[src/rtl/time_keep_ctrl_pkg.sv]
// Shared definitions for the time-keeping datapath: set-mode states and field limits.
// State encoding doubles as the set_field display-blink select.
package time_keep_ctrl_pkg;

    typedef enum logic [1:0] {
        RUN   = 2'b00,
        SET_H = 2'b01,
        SET_M = 2'b10,
        SET_S = 2'b11
    } state_e;

    localparam logic [7:0] SEC_MAX  = 8'd59;
    localparam logic [7:0] MIN_MAX  = 8'd59;
    localparam logic [7:0] HOUR_MAX = 8'd23;

    // Increment with wrap to zero once the field limit is reached.
    function automatic logic [7:0] wrap_inc(input logic [7:0] val, input logic [7:0] lim);
        return (val >= lim) ? 8'd0 : val + 8'd1;
    endfunction

endpackage

[src/rtl/time_keep_ctrl_if.sv]
// Button-pulse inputs and time/strobe outputs of the time-keeping sequencer.
// master = button front-end / observer side, slave = time_keep_ctrl.
interface time_keep_ctrl_if;
    logic       mode_p;
    logic       inc_p;
    logic [7:0] second;
    logic [7:0] minute;
    logic [7:0] hour;
    logic       m_bit;
    logic       h_bit;
    logic [1:0] set_field;

    modport master (
        output mode_p, inc_p,
        input  second, minute, hour, m_bit, h_bit, set_field
    );

    modport slave (
        input  mode_p, inc_p,
        output second, minute, hour, m_bit, h_bit, set_field
    );
endinterface

[src/rtl/time_keep_ctrl_prescaler.sv]
// 1 s tick generator: counts 0..TICK_DIV-1 while enabled, held at zero otherwise.
// Shared with the alarm block.
module tick_prescaler #(
    parameter int TICK_DIV = 50_000_000,
    parameter int TICK_W   = 26
) (
    input  logic clk,
    input  logic rst_n,
    input  logic en,
    output logic tick
);

    localparam logic [TICK_W-1:0] TERM = TICK_W'(TICK_DIV - 1);

    logic [TICK_W-1:0] cnt_q;
    logic [TICK_W-1:0] cnt_d;

    assign tick = en && (cnt_q == TERM);

    // Disabling clears the count so a re-enabled period is always a full TICK_DIV cycles.
    always_comb begin
        cnt_d = cnt_q + 1'b1;
        if (!en || tick) begin
            cnt_d = '0;
        end
    end

    always_ff @(posedge clk or negedge rst_n) begin
        if (!rst_n) begin
            cnt_q <= '0;
        end else begin
            cnt_q <= cnt_d;
        end
    end

endmodule

[src/rtl/time_keep_ctrl.sv]
// Time sequencer: second/minute/hour counters, registered carry strobes and the
// RUN -> SET_H -> SET_M -> SET_S set-mode FSM.
module time_keep_ctrl
    import time_keep_ctrl_pkg::*;
#(
    parameter int TICK_DIV = 50_000_000,
    parameter int TICK_W   = 26
) (
    input  logic            clk,
    input  logic            rst_n,
    time_keep_ctrl_if.slave tk
);

    state_e     state_q;
    logic [7:0] sec_q;
    logic [7:0] min_q;
    logic [7:0] hour_q;
    logic       m_bit_q;
    logic       h_bit_q;
    logic       tick;
    logic       run_en;

    assign run_en = (state_q == RUN);

    tick_prescaler #(
        .TICK_DIV (TICK_DIV),
        .TICK_W   (TICK_W)
    ) u_prescaler (
        .clk   (clk),
        .rst_n (rst_n),
        .en    (run_en),
        .tick  (tick)
    );

    // Strobes are set on the same edge the wrapped field lands, so they line up with second==0.
    always_ff @(posedge clk or negedge rst_n) begin
        if (!rst_n) begin
            state_q <= RUN;
            sec_q   <= '0;
            min_q   <= '0;
            hour_q  <= '0;
            m_bit_q <= 1'b0;
            h_bit_q <= 1'b0;
        end else begin
            m_bit_q <= 1'b0;
            h_bit_q <= 1'b0;
            unique case (state_q)
                RUN: begin
                    if (tick) begin
                        if (sec_q >= SEC_MAX) begin
                            sec_q   <= '0;
                            min_q   <= wrap_inc(min_q, MIN_MAX);
                            m_bit_q <= 1'b1;
                            if (min_q >= MIN_MAX) begin
                                hour_q  <= wrap_inc(hour_q, HOUR_MAX);
                                h_bit_q <= 1'b1;
                            end
                        end else begin
                            sec_q <= sec_q + 8'd1;
                        end
                    end
                    if (tk.mode_p) begin
                        state_q <= SET_H;
                    end
                end
                SET_H: begin
                    if (tk.mode_p) begin
                        state_q <= SET_M;
                    end else if (tk.inc_p) begin
                        hour_q <= wrap_inc(hour_q, HOUR_MAX);
                    end
                end
                SET_M: begin
                    if (tk.mode_p) begin
                        state_q <= SET_S;
                    end else if (tk.inc_p) begin
                        min_q <= wrap_inc(min_q, MIN_MAX);
                    end
                end
                SET_S: begin
                    if (tk.mode_p) begin
                        state_q <= RUN;
                    end else if (tk.inc_p) begin
                        sec_q <= wrap_inc(sec_q, SEC_MAX);
                    end
                end
                default: state_q <= RUN;
            endcase
        end
    end

    assign tk.second    = sec_q;
    assign tk.minute    = min_q;
    assign tk.hour      = hour_q;
    assign tk.m_bit     = m_bit_q;
    assign tk.h_bit     = h_bit_q;
    assign tk.set_field = state_q;

endmodule

[src/flat_wrapper.sv]
// flat-port wrapper written by rule: the top's interface ports become plain ports
module time_keep_ctrl_flat import time_keep_ctrl_pkg::*;
#(
    parameter int TICK_DIV = 50_000_000,
    parameter int TICK_W   = 26
)
  (clk, rst_n, tk_mode_p, tk_inc_p, tk_second, tk_minute, tk_hour, tk_m_bit, tk_h_bit, tk_set_field);
  time_keep_ctrl_if tk_i ();
  input  logic clk;
  input  logic rst_n;
  input wire logic [$bits(tk_i.mode_p)-1:0] tk_mode_p;
  input wire logic [$bits(tk_i.inc_p)-1:0] tk_inc_p;
  output wire logic [$bits(tk_i.second)-1:0] tk_second;
  output wire logic [$bits(tk_i.minute)-1:0] tk_minute;
  output wire logic [$bits(tk_i.hour)-1:0] tk_hour;
  output wire logic [$bits(tk_i.m_bit)-1:0] tk_m_bit;
  output wire logic [$bits(tk_i.h_bit)-1:0] tk_h_bit;
  output wire logic [$bits(tk_i.set_field)-1:0] tk_set_field;
  assign tk_i.mode_p = tk_mode_p;
  assign tk_i.inc_p = tk_inc_p;
  assign tk_second = tk_i.second;
  assign tk_minute = tk_i.minute;
  assign tk_hour = tk_i.hour;
  assign tk_m_bit = tk_i.m_bit;
  assign tk_h_bit = tk_i.h_bit;
  assign tk_set_field = tk_i.set_field;
  time_keep_ctrl #(.TICK_DIV(TICK_DIV), .TICK_W(TICK_W)) u_core (.clk(clk), .rst_n(rst_n), .tk(tk_i));
endmodule
[config.mk]
export PLATFORM = sky130hd
export DESIGN_NAME = time_keep_ctrl_flat
export DESIGN_NICKNAME = d
export VERILOG_FILES = /design/src/rtl/time_keep_ctrl_pkg.sv /design/src/rtl/time_keep_ctrl_if.sv /design/src/rtl/time_keep_ctrl_prescaler.sv /design/src/rtl/time_keep_ctrl.sv /design/src/flat_wrapper.sv
export SDC_FILE = /design/constraint.sdc
export NUM_CORES = 1
export LEC_CHECK = 0
export CORE_ASPECT_RATIO = 1.75
export CORE_MARGIN = 10
export CORE_UTILIZATION = 45
export CTS_CLUSTER_DIAMETER = 100
export DETAILED_ROUTE_END_ITERATION = 6
export GPL_TIMING_DRIVEN = 0
export PLACE_DENSITY = 0.72
export REMOVE_ABC_BUFFERS = 1
export SYNTH_ARGS = -nofsm -noshare
export SYNTH_HDL_FRONTEND = slang
export SYNTH_SLANG_ARGS = --single-unit
[constraint.sdc]
create_clock -name clk -period 2 [get_ports clk]
set_input_delay 0.3 -clock clk [delete_from_list [all_inputs] [get_ports clk]]
set_output_delay 0.3 -clock clk [all_outputs]
set_load 0.02 [all_outputs]
# Yosys cells after proc, flatten, opt, wreduce, memory -nomap -nowiden
# Cells that the tools add are included.
totals:
  regBits: 54
  inputBits: 4
  out_inout_bits: 28
  wordCells: 73
classes:
  add_sub_neg: 4
  order_cmp: 3
  n_eq_ne: 17
  mux: 31
  n_reduce_logical: 11
op_table:
  columns: ["operator", "n"]
  rows:
  - ["$mux W8", 15]
  - ["$pmux W8 S2", 3]
  - ["$add A26 B1 Y26 const B", 1]
  - ["$eq A26 B26 Y1 const B", 1]
  - ["$mux W26", 1]
  - ["$add A8 B1 Y8 const B", 3]
  - ["$ne A2 B2 Y1 const B", 10]
  - ["$ge A8 B6 Y1 const B", 2]
  - ["$ge A8 B5 Y1 const B", 1]
  - ["$mux W2", 4]
  - ["$pmux W2 S4", 1]
  - ["$reduce_and A4 Y1", 2]
  - ["$mux W1", 7]
  - ["$ne A2 B1 Y1 const B", 3]
  - ["$reduce_and A6 Y1", 1]
  - ["$reduce_bool A2 Y1", 3]
  - ["$reduce_and A5 Y1", 1]
  - ["$eq A2 B2 Y1 const B", 2]
  - ["$eq A2 B1 Y1 const B", 1]
  - ["$logic_not A2 Y1", 1]
  - ["$logic_and A1 B1 Y1", 1]
  - ["$logic_not A1 Y1", 1]
  - ["$logic_or A1 B1 Y1", 1]

# Logic depth before layout (Yosys ltp)
# Gate-level depths: netlist of run 1.
logic_depth:
  depth_word: 6
  ltp_mapped: 8
  depth_no_buf: 6

# Cells and area by module
# A second synthesis of run 1 with hierarchy kept.
unflattened:
  hier_cells: 291
  hier_area_um2: 2882.8
by_module_without_submodules:
  columns: ["module", "n_inst", "cells_each", "area_per_inst_um2", "seq_area_each_um2"]
  rows:
  - ["time_keep_ctrl", 1, 139, 1460.2, 700.7]
  - ["tick_prescaler", 1, 152, 1422.6, 650.6]

# Least setup slack after synthesis of run 1
# No wires, ideal clock.
synth_path:
  path_type: "reg2reg"
  start: "register u_core.sec_q[0], in the netlist u_core.tk.second[0]"
  end: "register u_core.min_q[1], in the netlist u_core.tk.minute[1]"
  setup_time_ns: 0.079
  t_arrival_ns: 1.979
  t_required_ns: 1.921
  setup_slack_ns: -0.058
  path_stages_with_launch: 9
  n_path_buf: 2
  synth_period_minus_slack_ns: 2.058
  path_cell_list: "dfrtp_1 > ha_1 > o2111ai_1 > and2_1 > buf_2 > o31ai_4 > and2_1 > buf_4 > mux2i_1"
synth_between:
  elab_chain_len: 3
synth_lines:
  columns: ["element", "line_no", "text"]
  rows:
  - ["start, declared", "time_keep_ctrl.sv:15", "logic [7:0] sec_q;"]
  - ["start signal, assigned", "time_keep_ctrl.sv:59", "sec_q <= sec_q + 8'd1;"]
  - ["start signal, assigned", "time_keep_ctrl.sv:84", "sec_q <= wrap_inc(sec_q, SEC_MAX);"]
  - ["$ge A8 B6 Y1", "time_keep_ctrl.sv:50", "if (sec_q >= SEC_MAX) begin"]
  - ["$ne A2 B1 Y1 (no line)", null, null]
  - ["$reduce_and A5 Y1 (no line)", null, null]
  - ["end signal, assigned", "time_keep_ctrl.sv:52", "min_q <= wrap_inc(min_q, MIN_MAX);"]
  - ["end signal, assigned", "time_keep_ctrl.sv:77", "min_q <= wrap_inc(min_q, MIN_MAX);"]
  - ["end, declared", "time_keep_ctrl.sv:16", "logic [7:0] min_q;"]
# No other way between the ends.
# A chain may end at the register's enable or synchronous reset.

# Worst setup path in the final report of run 1
layout_path:
  start: "register u_core.u_prescaler.cnt_q[0]"
  end: "register u_core.sec_q[3], in the netlist u_core.tk.second[3]"
layout_between:
  elab_chain_len: 4
layout_lines:
  columns: ["element", "line_no", "text"]
  rows:
  - ["start, declared", "time_keep_ctrl_prescaler.sv:15", "logic [TICK_W-1:0] cnt_q;"]
  - ["start signal, assigned", "time_keep_ctrl_prescaler.sv:32", "cnt_q <= cnt_d;"]
  - ["$eq A26 B26 Y1", "time_keep_ctrl_prescaler.sv:18", "assign tick = en && (cnt_q == TERM);"]
  - ["$logic_and A1 B1 Y1", "time_keep_ctrl_prescaler.sv:18", null]
  - ["$ne A2 B1 Y1 (no line)", null, null]
  - ["$reduce_and A4 Y1 (no line)", null, null]
# No other way between the ends.

==> impl_metrics.csv, run 1 <==
group,metric,value,unit
run_status,status,"finished clean",
setup_path,cp.arrival,2150,ps
synth,yosys_warnings,0,
grt,grt_antenna_before_repair,0,
power,power.total,0.00437,W
power,switching_power,0.00165,W
synth,synth_area,2800,um2
cts,cts_tree,"done",
cells_and_area,final_cell_count_no_fill,408,
grt,grt_pass1_vias,2162,
cts,clock_latency,320,ps
setup_path,startpoint_type,"register",
synth,synth-edff-count,0,
timing,holdWs,450,ps
timing,fin_crit_sh,0.964,
cts,clock_path_buffers,2,
grt,grt_max_degree,38,
setup_path,end_kind,"register",
detailed_routing,first_iter_violations,62,
timing,final_max_slew_viol_count,0,
min_path,hold_path.class,"in -> async",
cells_and_area,nets,340,
timing,rsz0062_at_grt,"no",
floorplan,die_width,79.6,um
synth,synth_ff_type,"dfrtp_1",
grt,grt_pass1_wl,10000,um
cells_and_area,final_core_util,0.584,
synth,ys_seq_area_frac,0.483,
cts,root_buffer,"clkbuf_8",
setup_path,path_class,"reg -> reg",
setup_path,crit-reg2reg-launch,"u_core.u_prescaler.cnt_q[0]$_DFF_PN0_",
cts,cts.sinks,54,
run,cap_violations,0,
detailed_routing,drc_errors,0,
timing,skew,8.42,ps
placement,io_buffer_count,31,
synth,netlist-cell-type-count,45,
floorplan,die_y,124,um
synth,postSynthCellCount,276,
power,pwr-share-comb,0.450,
cells_and_area,final_area,3580,um2
floorplan,start_util,0.456,
synth,ys_seq_elements,54,
placement,dpl-instance-area,3210,um2
cells_and_area,multiInputGateArea,1470,um2
power,seqPwrFrac,0.345,
synth,syn_avg_cell_area,10.1,um2
synth,synthArstFlopShare,1.00,
placement,gp_congestion,0.795,
placement,dp.final_hpwl,4270,um
floorplan,dieArea,9900,um2
power,powerDensity,1220,nW/um2
power,peakVddDrop,0.491,mV
cts,htree_levels,2,
timing,worst_pin_slew,570,ps
detailed_routing,via_per_inst,5.50,
grt,grt.overflow.total,0,
setup_path,required,2220,ps
detailed_routing,wire_per_inst,14.9,um
timing,timing.fmax,519,MHz
cells_and_area,antenna_cells,0,
setup_path,crit_fanout,4,
cells_and_area,drive_gt1_frac,0.174,
placement,dpl.cell_count,383,
detailed_routing,wl,6100,um
timing,hold_viol_final,0,
power,p_leak,1.54,nW
floorplan,coreArea,6130,um2
cts,numCtsBuffers,5,
cells_and_area,regArea,1350,um2
setup_path,cp-startpoint,"u_core.u_prescaler.cnt_q[0]$_DFF_PN0_",
detailed_routing,ant_nets,0,
detailed_routing,dr.pass1.iters,5,
floorplan,ios,32,
timing,relSlewSlack,0.617,
cells_and_area,fill_cells,473,
power,p_clk_frac,0.206,
cells_and_area,area_growth,28.0,%
timing,setup_viol,0,
detailed_routing,vias,2244,
power,p_int,0.00272,W
cts,path_clk_slew,90,ps
timing,finalCriticalPeriod,1930,ps
grt,grtUsageTotal,0.123,
floorplan,row_count,38,
power,swShare,0.377,
-- routing by layer --
layer	vias up	track usage	routed length, um
met2	42	0.212	3290
li1	1087	-	-
met3	13	0.0275	252
met4	0	0.0679	182
met5	-	0	0
met1	1102	0.131	2370
-- what timing repair did --
item / 4_1_cts / 5_1_grt
hold buffers: 1 / 0
resized for setup: 11 / 14
setup endpoints to repair: 42 / 40
pin swaps: 3 / 5
endpoints found under the hold margin: 17 / 0
buffers inserted: 7 / 9
-- cells by family (layout without fill, tap and decap cells) --
logic type | count (synthesis) | in the layout | share of synthesized area
flops | 54 | 54 | 0.483
mux | 6 | 6 | 0.0228
fa+ha+maj | 9 | 9 | 0.0403
xor+xnor | 24 | 24 | 0.0751
simple gates | 129 | 129 | 0.252
compound gates | 38 | 38 | 0.102
buf+inv | 16 | 68 | 0.0250
-- final timing paths --
path                                                          end  slack (ps)  cells past startpoint
setup reg to reg                  u_core.tk.second[3]$_DFFE_PN0P_          70                      7
hold reg to reg                     u_core.tk.hour[6]$_DFFE_PN0P_         520                      1
min in group clk                    u_core.tk.hour[6]$_DFFE_PN0P_         520                      1
hold / removal                    u_core.tk.second[1]$_DFFE_PN0P_         450                      2
setup / recovery                  u_core.tk.second[3]$_DFFE_PN0P_          70                      7
max in group asynchronous  u_core.u_prescaler.cnt_q[11]$_DFF_PN0_        1010                      3
-- per-stage QoR --
stage	worst slack (ps)	setup TNS, ps
global placement	-2750	-123440
finish	73.0	0
CTS	0.323	0
floorplan	-1320	-30130
global route	3.99	0
detailed placement	-452	-7720
-- layout by cell type, fill, tap and decap left out, types with 6 or more instances in the layout --
cell / instances
nand3_1: 19
and2_1: 9
ha_1: 6
clkbuf_8: 6
inv_1: 10
dfrtp_1: 52
xor2_1: 20
buf_4: 14
clkdlybuf4s50_1: 30
nand2_1: 19
nand4_1: 12
nor2_1: 33
nor3_1: 6
o31ai_1: 6
o21ai_0: 7
-- registers in the layout (all words and copies together) (netlist names) --
register / flops
u_core.tk.h_bit: 1
u_core.tk.hour: 8
u_core.tk.m_bit: 1
u_core.tk.minute: 8
u_core.tk.second: 8
u_core.tk.set_field: 2
u_core.u_prescaler.cnt_q: 26
-- power groups by stage --
stage	logic (W)	registers, W	clock network (W)
after floorplan	0.000832	0.00170	0
after global placement	0.00161	0.00153	0
after detailed placement	0.00169	0.00154	0
after CTS	0.00185	0.00150	0.000920
after global routing	0.00215	0.00154	0.000959
final	0.00196	0.00151	0.000898
-- Yosys cell counts, types with 2 or more instances --
| cell | count | area share |
|---|---|---|
| buf_2 | 5 | 0.0089 |
| ha_1 | 9 | 0.040 |
| o2111ai_1 | 2 | 0.0063 |
| inv_1 | 10 | 0.013 |
| nand2b_1 | 2 | 0.0045 |
| mux2_2 | 3 | 0.012 |
| and4_1 | 5 | 0.016 |
| o21ai_0 | 11 | 0.020 |
| mux2i_1 | 3 | 0.011 |
| nand3_1 | 19 | 0.034 |
| and2_2 | 2 | 0.0054 |
| and3_1 | 3 | 0.0067 |
| nand4_1 | 12 | 0.027 |
| a21oi_1 | 4 | 0.0072 |
| nor2_1 | 33 | 0.044 |
| nor2b_1 | 4 | 0.0089 |
| xnor2_1 | 4 | 0.013 |
| o41ai_2 | 2 | 0.012 |
| dfrtp_1 | 54 | 0.48 |
| and2_1 | 11 | 0.025 |
| a31oi_1 | 3 | 0.0067 |
| o31ai_1 | 6 | 0.016 |
| nand2_1 | 19 | 0.025 |
| nor3_1 | 7 | 0.013 |
| xor2_1 | 20 | 0.063 |
| nor4_1 | 4 | 0.0089 |
-- worst max-delay path, stage by stage, from the launching register on --
cell	delay, ps
dfrtp_1	420
ha_4	170
and4_4	230
nand4_1	170
buf_4	200
o21ai_4	170
nand3_1	180
o31ai_1	290
-- cell type report --
cell class                 instances  share of cell area
sequential                        54               0.378
tap                               80              0.0280
timing repair buffer              50               0.133
clock buffer                       6              0.0231
multi-input combinational        206               0.410
clock inverter                     2              0.0168
inverter                          10              0.0105
Note: power is estimated with default switching activity, not from simulation.
==> run 2: changes to the inputs <==
--- a/config.mk
+++ b/config.mk
@@ -11,7 +11,7 @@
 export CTS_CLUSTER_DIAMETER = 100
 export DETAILED_ROUTE_END_ITERATION = 6
 export GPL_TIMING_DRIVEN = 0
-export PLACE_DENSITY = 0.72
+export PLACE_DENSITY = 0.69
 export REMOVE_ABC_BUFFERS = 1
 export SYNTH_ARGS = -nofsm -noshare
 export SYNTH_HDL_FRONTEND = slang
==> constraint.sdc (replaced) <==
create_clock -name clk -period 1.9 [get_ports clk]
set_input_delay 0.285 -clock clk [delete_from_list [all_inputs] [get_ports clk]]
set_output_delay 0.285 -clock clk [all_outputs]
set_load 0.02 [all_outputs]
==> run 2 against run 1 <==
  * The flow now finishes with violations (negative setup slack)
  * Via count increased by 0.18%
  * Global-route usage increased by 0.49 points
  * First-iteration DRC count increased by 110%
  * Sequential power increased by 5%
  * Clock-buffer cell count increased by 1
  * Critical endpoint is now u_core.tk.hour[3]$_DFFE_PN0P_
  * Largest power group unchanged
  * Highest routed layer unchanged
==> impl_metrics.csv, run 2 (same netlist as run 1, synthesis figures left out) <==
group,metric,value,unit
run_status,status,"complete, but fails checks",
run_status,violations,"negative setup slack",
power,p_leak,1.53,nW
detailed_routing,wl,6150,um
detailed_routing,wl_met3,280,um
cells_and_area,final_cell_count_no_fill,410,
cells_and_area,regArea,1350,um2
floorplan,die_width,79.6,um
cts,numCtsBuffers,5,
timing,final_max_slew_viol_count,0,
timing,timing.fmax,525,MHz
timing,skew,9.44,ps
placement,dp.final_hpwl,4360,um
setup_path,cp_cell_sequence,"nor4_4, nand4_4, o31ai_4, buf_6, nand2b_4, o41ai_2",
setup_path,slowest_stage,"dfrtp_1",
timing,setup_viol,1,
detailed_routing,via_per_inst,5.48,
floorplan,die_y,124,um
setup_path,reg2reg_depth,6,
cells_and_area,antenna_cells,0,
timing,rsz0062_at_grt,"yes",
setup_path,required,2110,ps
cells_and_area,multiInputGateArea,1490,um2
cts,htree_levels,2,
timing,finalCriticalPeriod,1910,ps
setup_path,crit_fanout,8,
placement,dpl.cell_count,383,
timing,relSlewSlack,0.661,
detailed_routing,maxUsedRoutingLayer,"met4",
floorplan,start_util,0.456,
power,peakVddDrop,0.519,mV
grt,grt_pass1_wl,10500,um
cts,clock_path_buffers,2,
cells_and_area,layout_common_cells,"dfrtp_1 (52), nor2_1 (33), clkdlybuf4s50_1 (30)",
grt,grt_pass1_vias,2254,
grt,grtUsageTotal,0.128,
cts,cts.sinks,54,
power,powerDensity,1240,nW/um2
floorplan,coreArea,6130,um2
detailed_routing,wire_per_inst,15.0,um
timing,finalSetupTns,-5.19,ps
cts,path_clk_slew,90,ps
grt,grt.overflow.total,0,
timing,hold_viol_final,0,
placement,pre_cts_slack,-436,ps
placement,gp_congestion,0.803,
timing,setup_ws,-5.19,ps
floorplan,dieArea,9900,um2
run,cap_violations,0,
placement,io_buffer_count,31,
detailed_routing,met2_wirelength,3490,um
cells_and_area,final_common_cell,"dfrtp_1",
setup_path,path_class,"reg -> reg",
grt,grt_antenna_before_repair,0,
detailed_routing,ant_nets,0,
grt,grt_max_degree,39,
cells_and_area,area_growth,28.0,%
floorplan,ios,32,
cells_and_area,regMostFlops,"u_core.u_prescaler.cnt_q",
min_path,hold_path.class,"in -> async",
detailed_routing,drc_errors,0,
cells_and_area,nets,342,
floorplan,row_count,38,
setup_path,cp.arrival,2110,ps
cells_and_area,largest_reg_flops,26,
timing,worst_pin_slew,505,ps
detailed_routing,vias,2248,
cells_and_area,drive_gt1_frac,0.188,
detailed_routing,first_iter_violations,129,
cells_and_area,fill_cells,520,
detailed_routing,wl_met1,2280,um
setup_path,end_kind,"register",
cts,cts_tree,"done",
setup_path,cpPeakStageDelay,450,ps
detailed_routing,dr.pass1.iters,4,
setup_path,startpoint_type,"register",
cts,clock_latency,310,ps
cts,root_buffer,"clkbuf_8",
timing,fin_crit_sh,1.00,
==> run 2: cell types whose count changed in the layout (fill, tap and decap cells not counted), sizes merged <==
cell | previous run | this run
clkinv | 0 | 1
clkbuf | 6 | 7
buf | 19 | 21
bufinv | 2 | 0
==> run 2: area by class of cell <==
| class | instances | area share |
|---|---|---|
| multi-input cells | 206 | 0.417 |
| clock inverters | 1 | 0.00140 |
| clock buffers | 7 | 0.0241 |
| inverters | 10 | 0.0105 |
| well taps | 80 | 0.0279 |
| flip-flops and latches | 54 | 0.378 |
| repair buffers | 52 | 0.141 |
==> run 2: routing by layer <==
layer,vias to the layer above,track usage
met4,0,0.0498
li1,1090,-
met5,-,0
met3,8,0.0289
met1,1104,0.134
met2,46,0.233
==> run 2: what timing repair did <==
action / CTS / global route
pin swaps: 8 / 4
setup endpoints to repair: 42 / 42
setup buffers: 15 / 3
endpoints found under the hold margin: 16 / 0
resized for setup: 19 / 12
hold buffers: 1 / 0
==> run 2: final timing paths <==
check,slack (ps),endpoint,from
worst max register to register,-5,u_core.tk.hour[3]$_DFFE_PN0P_,u_core.u_prescaler.cnt_q[24]$_DFF_PN0_
worst min register to register,510,u_core.tk.second[5]$_DFFE_PN0P_,u_core.tk.second[7]$_DFFE_PN0P_
worst min-delay path,420,u_core.u_prescaler.cnt_q[9]$_DFF_PN0_,rst_n
max in group asynchronous,940,u_core.tk.second[0]$_DFFE_PN0P_,rst_n
min in group clk,510,u_core.tk.second[5]$_DFFE_PN0P_,u_core.tk.second[7]$_DFFE_PN0P_
worst max-delay path,-5,u_core.tk.hour[3]$_DFFE_PN0P_,u_core.u_prescaler.cnt_q[24]$_DFF_PN0_
==> run 2: critical path: cells and delay by family, from the launching register on <==
family	cells	cell delay, ps
buf+inv	1	140
flops	1	450
compound gates	2	610
simple gates	3	600
==> run 2: report_power, final <==
group	switching, W	internal (W)
registers	0.000240	0.00135
logic	0.00116	0.00102
clock network	0.000362	0.000295
total	0.00176	0.00266
==> run 2: per-stage QoR <==
stage	utilization	power (W)	cell area, um2	hold WS, ps
detailed placement	0.523	0.00340	3210	239
finish	0.584	0.00442	3580	419
global route	0.584	0.00472	3580	462
floorplan	-	0.00267	2770	-10.6
global placement	0.518	0.00331	3180	486
CTS	0.570	0.00434	3500	427
==> run 3: changes to the inputs <==
--- a/config.mk
+++ b/config.mk
@@ -7,11 +7,11 @@
 export LEC_CHECK = 0
 export CORE_ASPECT_RATIO = 1.75
 export CORE_MARGIN = 10
-export CORE_UTILIZATION = 45
+export CORE_UTILIZATION = 40
 export CTS_CLUSTER_DIAMETER = 100
 export DETAILED_ROUTE_END_ITERATION = 6
 export GPL_TIMING_DRIVEN = 0
-export PLACE_DENSITY = 0.69
+export PLACE_DENSITY = 0.63
 export REMOVE_ABC_BUFFERS = 1
 export SYNTH_ARGS = -nofsm -noshare
 export SYNTH_HDL_FRONTEND = slang
==> run 3 against run 2 <==
  * The flow still finishes with violations (negative setup slack)
  * Power rose by 12%
  * Clock-buffer cell count shrank 1
  * Routed wire length is 5.2% higher
  * Fmax shrank 1.0%
  * Critical endpoint is now u_core.tk.minute[2]$_DFFE_PN0P_
  * Sequential share of layout area down 1.5 points
==> impl_metrics.csv, run 3 (same netlist as run 1, synthesis figures left out) <==
group,metric,value,unit
run_status,status,"complete, but fails checks",
run_status,violations,"negative setup slack",
floorplan,row_count,40,
cts,cts_tree,"done",
cells_and_area,fill_cells,592,
timing,worst_pin_slew,496,ps
power,p_leak,1.61,nW
timing,finalCriticalPeriod,1930,ps
power,switching_power,0.00188,W
detailed_routing,dr.pass1.iters,5,
setup_path,slowest_stage,"dfrtp_1",
placement,dpl.cell_count,387,
cells_and_area,nets,346,
cts,cts.sinks,54,
placement,dpl-instance-area,3210,um2
floorplan,ios,32,
cts,clock_path_buffers,2,
cells_and_area,final_cell_count_no_fill,417,
setup_path,end_kind,"register",
setup_path,cp_cell_sequence,"ha_4, and4_4, nand4_1, buf_4, o31ai_4, buf_6, buf_4, a41oi_2, a31oi_1",
cells_and_area,area_growth,33.5,%
floorplan,die_y,131,um
timing,final_max_slew_viol_count,0,
power,seqPwrFrac,0.325,
power,powerDensity,1330,nW/um2
placement,io_buffer_count,31,
cts,numCtsBuffers,5,
timing,skew,6.53,ps
timing,setup_viol,5,
power,p_int,0.00307,W
cells_and_area,regMostFlops,"u_core.u_prescaler.cnt_q",
cts,clock_latency,300,ps
grt,grt_antenna_before_repair,0,
setup_path,startpoint_type,"register",
cts,root_buffer,"clkbuf_16",
setup_path,crit_top_cell,"buf_4",
cts,htree_levels,2,
timing,holdWs,452,ps
cells_and_area,final_area,3730,um2
power,p_clk_frac,0.213,
setup_path,path_class,"reg -> reg",
placement,pre_cts_slack,-598,ps
power,pwr-share-comb,0.462,
timing,hold_viol_final,0,
floorplan,start_util,0.408,
grt,grtUsageTotal,0.111,
cells_and_area,largest_reg_flops,26,
setup_path,required,2120,ps
cells_and_area,drive_gt1_frac,0.228,
run,cap_violations,0,
floorplan,coreArea,6860,um2
setup_path,cpPeakStageDelay,400,ps
cts,path_clk_slew,70,ps
cells_and_area,antenna_cells,0,
power,swShare,0.379,
grt,grt_pass1_vias,2112,
floorplan,dieArea,10900,um2
cells_and_area,layout_common_cells,"dfrtp_1 (51), nor2_1 (33), clkdlybuf4s50_1 (30)",
detailed_routing,wire_per_inst,15.5,um
min_path,hold_path.class,"in -> async",
setup_path,crit_fanout,6,
grt,grt.overflow.total,0,
floorplan,die_width,83.2,um
setup_path,crit-reg2reg-launch,"u_core.u_prescaler.cnt_q[1]$_DFF_PN0_",
setup_path,cp.arrival,2140,ps
detailed_routing,vias,2258,
grt,grt_max_degree,39,
setup_path,cp-startpoint,"u_core.u_prescaler.cnt_q[1]$_DFF_PN0_",
timing,relSlewSlack,0.667,
timing,rsz0062_at_grt,"yes",
placement,dp.final_hpwl,4470,um
detailed_routing,wl,6470,um
detailed_routing,drc_errors,0,
timing,setup_ws,-25.1,ps
timing,fin_crit_sh,1.01,
detailed_routing,first_iter_violations,113,
power,power.total,0.00495,W
power,peakVddDrop,0.629,mV
placement,gp_congestion,0.787,
detailed_routing,via_per_inst,5.41,
timing,timing.fmax,519,MHz
grt,grt_pass1_wl,10100,um
cells_and_area,final_common_cell,"dfrtp_1",
detailed_routing,ant_nets,0,
run 3: changes by cell type in the layout (fill, tap and decap cells not counted), moves of 3 or more:
| cell | previous run | this run |
|---|---|---|
| buf_4 | 16 | 21 |
| and2_4 | 2 | 5 |
| clkbuf_8 | 6 | 1 |
| clkbuf_16 | 0 | 5 |
run 3: power by group through the flow:
stage	logic, W	clock network [W]	registers [W]
after global routing	0.00248	0.00112	0.00164
after floorplan	0.000876	0	0.00179
final	0.00229	0.00106	0.00161
after detailed placement	0.00179	0	0.00162
after global placement	0.00171	0	0.00162
after CTS	0.00202	0.00107	0.00159
run 3: layer usage:
| metal | global-route usage | wire [um] |
|---|---|---|
| met5 | 0 | 0 |
| met4 | 0.0463 | 93 |
| met3 | 0.0285 | 234 |
| met2 | 0.213 | 3620 |
| met1 | 0.111 | 2530 |
run 3: final timing paths:
check	endpoint	cells after the start	slack (ps)
setup / recovery	u_core.tk.minute[2]$_DFFE_PN0P_	9	-30
hold / removal	u_core.u_prescaler.cnt_q[9]$_DFF_PN0_	2	450
setup reg to reg	u_core.tk.minute[2]$_DFFE_PN0P_	9	-30
hold reg to reg	u_core.tk.second[5]$_DFFE_PN0P_	1	530
max in group asynchronous	u_core.tk.second[0]$_DFFE_PN0P_	3	910
min in group clk	u_core.tk.second[5]$_DFFE_PN0P_	1	530
run 3: stage by stage:
step                      TNS [ps]  utilization
after floorplan             -34180            -
after global placement     -139050        0.464
after detailed placement    -11270        0.469
after CTS                    -17.9        0.519
after global routing          -946        0.545
final                        -86.3        0.545
run 3: critical path: cells and delay by family, from the launching register on:
| kind | cells | cell delay, ps |
|---|---|---|
| AOI/OAI and AO/OA | 3 | 460 |
| adders and majority gates | 1 | 150 |
| buffers and inverters | 3 | 470 |
| DFF | 1 | 400 |
| and+or+nand+nor | 2 | 370 |
run 3: repair_timing:
item | in CTS | in global routing
buffers inserted | 11 | 11
hold buffers | 1 | 0
setup endpoints to repair | 48 | 27
hold endpoints to repair | 16 | 0
resized for setup | 22 | 22
pin swaps | 8 | 12
run 3: area by class of cell:
class / instances / area (um2) / area share
clock buffer: 6 / 139 / 0.0372
clock inverter: 1 / 30.0 / 0.00804
inverter: 10 / 37.5 / 0.0101
multi-input combinational: 206 / 1540 / 0.413
sequential: 54 / 1360 / 0.363
tap: 84 / 105 / 0.0282
timing repair buffer: 56 / 524 / 0.140
